==> src/rtl/cla_slice_sequencer.sv <==
// cla_slice_sequencer: WIDTH-bit add/subtract built from one shared SLICE-bit
// carry-lookahead adder slice. The slice is time-shared least-significant
// slice first. The carry between slices is held in a register. The sum and
// the Y86 condition flags are returned over a valid/ready handshake.
//
// state  | meaning
// -------+-------------------------------------------------------------
// IDLE   | waiting for a request, req_ready=1, slice outputs forced to 0
// RUN    | one slice per cycle, r_idx selects the slice, r_carry feeds cin
// DONE   | registered result and flags presented, waiting for resp_ready
//
// WIDTH must be an integer multiple of SLICE, and WIDTH/SLICE must be at
// least 2.

module cla_slice_sequencer #(
  parameter int WIDTH = 32,
  parameter int SLICE = 16
) (
  input  logic             clk,
  input  logic             rst_n,
  input  logic             req_valid,
  output logic             req_ready,
  input  logic [WIDTH-1:0] req_a,
  input  logic [WIDTH-1:0] req_b,
  input  logic             req_sub,
  output logic             resp_valid,
  input  logic             resp_ready,
  output logic [WIDTH-1:0] resp_sum,
  output logic             resp_cout,
  output logic             resp_zf,
  output logic             resp_sf,
  output logic             resp_of,
  output logic [SLICE-1:0] slice_a,
  output logic [SLICE-1:0] slice_b,
  output logic             slice_cin,
  input  logic [SLICE-1:0] slice_sum,
  input  logic             slice_cout,
  output logic             busy
);

  localparam int NSLICE = WIDTH / SLICE;
  localparam int IDXW   = (NSLICE > 1) ? $clog2(NSLICE) : 1;
  localparam int SHW    = (WIDTH > 1) ? $clog2(WIDTH) : 1;
  localparam logic [IDXW-1:0]  LAST_IDX   = IDXW'(NSLICE - 1);
  localparam logic [WIDTH-1:0] SLICE_MASK = {{(WIDTH-SLICE){1'b0}}, {SLICE{1'b1}}};

  typedef enum logic [1:0] {
    S_IDLE = 2'd0,
    S_RUN  = 2'd1,
    S_DONE = 2'd2
  } state_t;

  state_t           r_state;
  state_t           w_state_next;
  logic [IDXW-1:0]  r_idx;
  logic             r_carry;
  logic [WIDTH-1:0] r_a;
  logic [WIDTH-1:0] r_b;
  logic [WIDTH-1:0] r_result;
  logic [WIDTH-1:0] r_resp_sum;
  logic             r_resp_cout;
  logic             r_resp_zf;
  logic             r_resp_sf;
  logic             r_resp_of;

  logic             w_accept;
  logic             w_run;
  logic             w_last;
  logic [SHW-1:0]   w_shamt;
  logic [WIDTH-1:0] w_a_shr;
  logic [WIDTH-1:0] w_b_shr;
  logic [WIDTH-1:0] w_slice_ext;
  logic [WIDTH-1:0] w_result_next;

  assign w_run    = (r_state == S_RUN);
  assign w_last   = (r_idx == LAST_IDX);
  assign w_accept = req_valid & req_ready;

  // Bit offset of the active slice. A shift is used instead of a variable
  // part-select so the slice position stays generic in WIDTH and SLICE.
  assign w_shamt     = SHW'(r_idx) * SHW'(SLICE);
  assign w_a_shr     = r_a >> w_shamt;
  assign w_b_shr     = r_b >> w_shamt;
  assign w_slice_ext = {{(WIDTH-SLICE){1'b0}}, slice_sum} << w_shamt;

  // Result with the active slice replaced by this cycle's slice sum.
  // On the last RUN cycle this value is the complete result.
  assign w_result_next = (r_result & ~(SLICE_MASK << w_shamt)) | w_slice_ext;

  // Drive the adder slice only during RUN. IDLE and DONE present zeros.
  assign slice_a   = w_run ? w_a_shr[SLICE-1:0] : '0;
  assign slice_b   = w_run ? w_b_shr[SLICE-1:0] : '0;
  assign slice_cin = w_run ? r_carry : 1'b0;

  assign resp_sum  = r_resp_sum;
  assign resp_cout = r_resp_cout;
  assign resp_zf   = r_resp_zf;
  assign resp_sf   = r_resp_sf;
  assign resp_of   = r_resp_of;

  // State register
  always_ff @(posedge clk or negedge rst_n) begin
    if (!rst_n) begin
      r_state <= S_IDLE;
    end else begin
      r_state <= w_state_next;
    end
  end

  // Next-state logic and the handshake/status outputs
  always_comb begin
    w_state_next = r_state;
    req_ready    = 1'b0;
    resp_valid   = 1'b0;
    busy         = 1'b0;
    case (r_state)
      S_IDLE: begin
        req_ready = 1'b1;
        if (req_valid) begin
          w_state_next = S_RUN;
        end
      end
      S_RUN: begin
        busy = 1'b1;
        if (w_last) begin
          w_state_next = S_DONE;
        end
      end
      S_DONE: begin
        busy       = 1'b1;
        resp_valid = 1'b1;
        if (resp_ready) begin
          w_state_next = S_IDLE;
        end
      end
      default: begin
        w_state_next = S_IDLE;
      end
    endcase
  end

  // Operands, slice index, inter-slice carry and the partial result
  always_ff @(posedge clk or negedge rst_n) begin
    if (!rst_n) begin
      r_a      <= '0;
      r_b      <= '0;
      r_carry  <= 1'b0;
      r_idx    <= '0;
      r_result <= '0;
    end else if (w_accept) begin
      // Subtract is A + ~B + 1. The +1 enters as the carry into slice 0.
      r_a     <= req_a;
      r_b     <= req_sub ? ~req_b : req_b;
      r_carry <= req_sub;
      r_idx   <= '0;
    end else if (w_run) begin
      r_result <= w_result_next;
      r_carry  <= slice_cout;
      if (!w_last) begin
        r_idx <= r_idx + 1'b1;
      end
    end
  end

  // Response registers are loaded on the last RUN edge. They hold their
  // value through DONE and after it, until the next operation completes.
  always_ff @(posedge clk or negedge rst_n) begin
    if (!rst_n) begin
      r_resp_sum  <= '0;
      r_resp_cout <= 1'b0;
      r_resp_zf   <= 1'b0;
      r_resp_sf   <= 1'b0;
      r_resp_of   <= 1'b0;
    end else if (w_run && w_last) begin
      r_resp_sum  <= w_result_next;
      r_resp_cout <= slice_cout;
      r_resp_zf   <= (w_result_next == '0);
      r_resp_sf   <= w_result_next[WIDTH-1];
      r_resp_of   <= (r_a[WIDTH-1] == r_b[WIDTH-1]) &&
                     (w_result_next[WIDTH-1] != r_a[WIDTH-1]);
    end
  end

endmodule

==> config.mk <==
export PLATFORM = sky130hd
export DESIGN_NAME = cla_slice_sequencer
export DESIGN_NICKNAME = d
export VERILOG_FILES = /design/src/rtl/cla_slice_sequencer.sv
export SDC_FILE = /design/constraint.sdc
export NUM_CORES = 1
export LEC_CHECK = 0
export BUFFER_PORTS_ARGS = -buffer_cell sky130_fd_sc_hd__clkbuf_2
export CAP_MARGIN = 25
export CORE_AREA = 2 2 135 137
export CTS_CLUSTER_DIAMETER = 80
export CTS_CLUSTER_SIZE = 12
export DETAILED_ROUTE_END_ITERATION = 8
export DIE_AREA = 0 0 137 139
export PLACE_DENSITY = 0.59
export REMOVE_ABC_BUFFERS = 1
export SLEW_MARGIN = 20
export SYNTH_ARGS = -nofsm -noshare
export SYNTH_HDL_FRONTEND = slang
export SYNTH_SLANG_ARGS = --single-unit
export TNS_END_PERCENT = 100
==> constraint.sdc <==
create_clock -name clk -period 2.96 [get_ports clk]
set_input_delay 0.296 -clock clk [delete_from_list [all_inputs] [get_ports clk]]
set_output_delay 0.296 -clock clk [all_outputs]
set_load 0.05 [all_outputs]
==> metrics.csv <==
metric,value,unit
area grow syn2layout,28.1,%
share of cells above drive strength 1,45.9,%
Met3 Wirelength,919,µm
gpl congestion,0.802,
CTS Buf Count,17,
synth warn,0,
chip height,139,µm
largest net degree at the start of global routing,80,
Synth top area share,55.8,%
pre-CTS WS,859,ps
VDD IR max,581,µV
Critical Path RT,2660,ps
first drt pass iteration count,6,
max_cap viols,0,
synth top area cells,"dfrtp_1 56%, mux2_2 18%, mux2i_1 5.5%",
CTS Sinks,134,
Antenna diodes,0,
WP data arrival,2220,ps
setup bufs post-CTS,0,
worst-case clock buffer depth,2,
P_leak,3.60,nW
input/output buffers,157,
# IOs,158,
DR WL/cell,15.9,µm
highest metal used,met4,
DRC,0,
gr usage total,15.2,%
crit path kind,flip-flop to primary output,
PwrDens,1320,nW/µm²
core area,17700,µm²
Setup crit end kind,primary output,
CTS HTree Levels,4,
max-slew violations,0,
clk slew on worst S/H paths,60,ps
dpl cells,841,
worst slew pin tran,759,ps
cell taking the most area after synthesis,dfrtp_1,
# nets final,724,
vias in the first global route,4348,
final non-filler cell total,874,
Vias,4104,
"Seq/Total Area, Yosys",55.8,%
final worst slack,443,ps
met2 wire len,6580,µm
num rows,49,
vias per inst,4.70,
cell count after synthesis,478,
Routed WL,13900,µm
status,finished clean,
period utilization,85.0,%
"Clk Latency, worst-skew pair",420,ps
CTS root buffer,clkbuf_16,
Worst Hold Class,primary input to flip-flop,
Worst Setup Start Kind,flip-flop,
number of library cell types mapped by synthesis,27,
mean post-synth cell area,12.6,µm²
endpoints failing hold,0,
first-pass GRT wire length,22200,µm
wire length on met1,6110,µm
Total Power,0.0102,W
Slew HR,49.3,%
CP Max Fanout,33,
CTS tree,built,
Die Width,137,µm
Fmax achieved,397,MHz
initial antenna violation count,0,
drt first-iter violations,102,
#FFs+latches synth,134,
Clock Skew,6.14,ps
die area,19000,µm²
initial core utilization,34.0,%
RSZ-0062 raised after global routing,no,
Routed Antenna Nets,0,
min Tclk post-route,2520,ps
total grt overflow,0,
Post-Synthesis Cell Area,6010,µm²
post-DP HPWL,9660,µm
final setup vio count,0,
==> worst max-delay path, stage by stage (launching register included) <==
cell      delay (ps)
dfrtp_2          520
buf_4            560
mux2i_1          220
nor2b_1          160
clkbuf_2         290
==> layout make-up <==
| type | count | area, µm² |
|---|---|---|
| fillers | 1649 | 9950 |
| multi-input cells | 310 | 2510 |
| well taps | 229 | 287 |
| repair buffers | 165 | 900 |
| clock inverters | 14 | 209 |
| inverters | 5 | 18.8 |
| flip-flops and latches | 134 | 3350 |
| clock buffers | 17 | 425 |
==> cells in the final DEF (no fill, tap or decap), types with 7 or more instances in the layout <==
cell type | netlist | layout
clkbuf_16 | 0 | 17
clkbuf_2 | 0 | 156
dfrtp_1 | 134 | 133
mux2_2 | 96 | 96
mux2i_1 | 33 | 33
nand2_1 | 41 | 39
nor2_1 | 9 | 9
nor2b_1 | 32 | 32
nor4_1 | 7 | 7
o21ai_0 | 36 | 36
xnor2_1 | 32 | 32
==> stage by stage <==
stage | setup TNS (ps) | cell area, µm² | hold slack (ps) | utilization, %
final | 0 | 7700 | 109 | 43.6
after global routing | 0 | 7700 | 92.3 | 43.6
after CTS | 0 | 7680 | 90.9 | 43.5
after detailed placement | 0 | 7030 | 390 | 39.8
after global placement | 0 | 7030 | 383 | 39.8
after floorplan | -16720 | 5870 | 0.409 | -
==> Yosys cell counts <==
library cell  count
nand4_1           2
buf_2            16
inv_1             5
o21ai_0          36
ha_1              5
nor2b_1          32
nor3_1            4
nor4_1            7
a22oi_1           1
dfrtp_1         134
a21oi_1           3
xnor2_1          32
and2_1            1
o41ai_2           1
mux2i_1          33
buf_6             1
nor2_1            9
nor4_2            1
clkbuf_1         11
mux2_2           96
buf_4             1
nand3_1           2
nand2_1          41
or4_1             1
a22o_1            1
a222oi_1          1
o21a_1            1
==> sequential cells by signal (all words and copies together) (netlist names) <==
name / cells
r_b: 32
resp_cout: 1
r_idx: 1
r_carry: 1
r_state: 2
r_a: 32
resp_sum: 32
r_result: 31
resp_zf: 1
resp_of: 1
==> kinds of logic (layout without fill, tap and decap cells) <==
family / count (synthesis) / after routing / share of synthesized area [%]
adder cells (fa/ha/maj): 5 / 5 / 1.04
buffers and inverters: 34 / 201 / 2.64
XOR/XNOR: 32 / 32 / 4.66
flip-flops: 134 / 134 / 55.8
AO/OA/AOI/OAI: 44 / 44 / 4.08
multiplexers: 129 / 129 / 23.5
AND/OR/NAND/NOR: 100 / 100 / 8.32
==> metal layers <==
layer	track usage (%)	vias to the layer above
met4	6.40	0
li1	-	1955
met3	5.26	21
met1	19.1	1998
met5	0	-
met2	23.7	130
==> final timing paths <==
path / slack [ps] / end / depth (start not counted) / from
max reg2reg: 930 / r_b[15] / 5 / r_state[0]
min: 110 / r_a[10] / 2 / req_a[10]
max: 440 / slice_b[1] / 4 / r_idx
max in group asynchronous: 1690 / r_state[1] / 3 / rst_n
min in group asynchronous: 490 / resp_sum[30] / 2 / rst_n
min reg2reg: 480 / r_b[7] / 2 / r_b[7]
==> report_power, final <==
part	internal, W	leakage, nW	total (W)	switching (W)
sequential	0.00277	1.59	0.00330	0.000532
clock	0.00148	0.312	0.00228	0.000793
combinational	0.00162	1.70	0.00458	0.00296
total	0.00587	3.60	0.0102	0.00428
==> repair_timing <==
action                    4_1_cts  5_1_grt
hold buffers                    1        0
resized for setup               0        0
hold endpoints to repair       78        0
(Power assumes the default switching activity.)
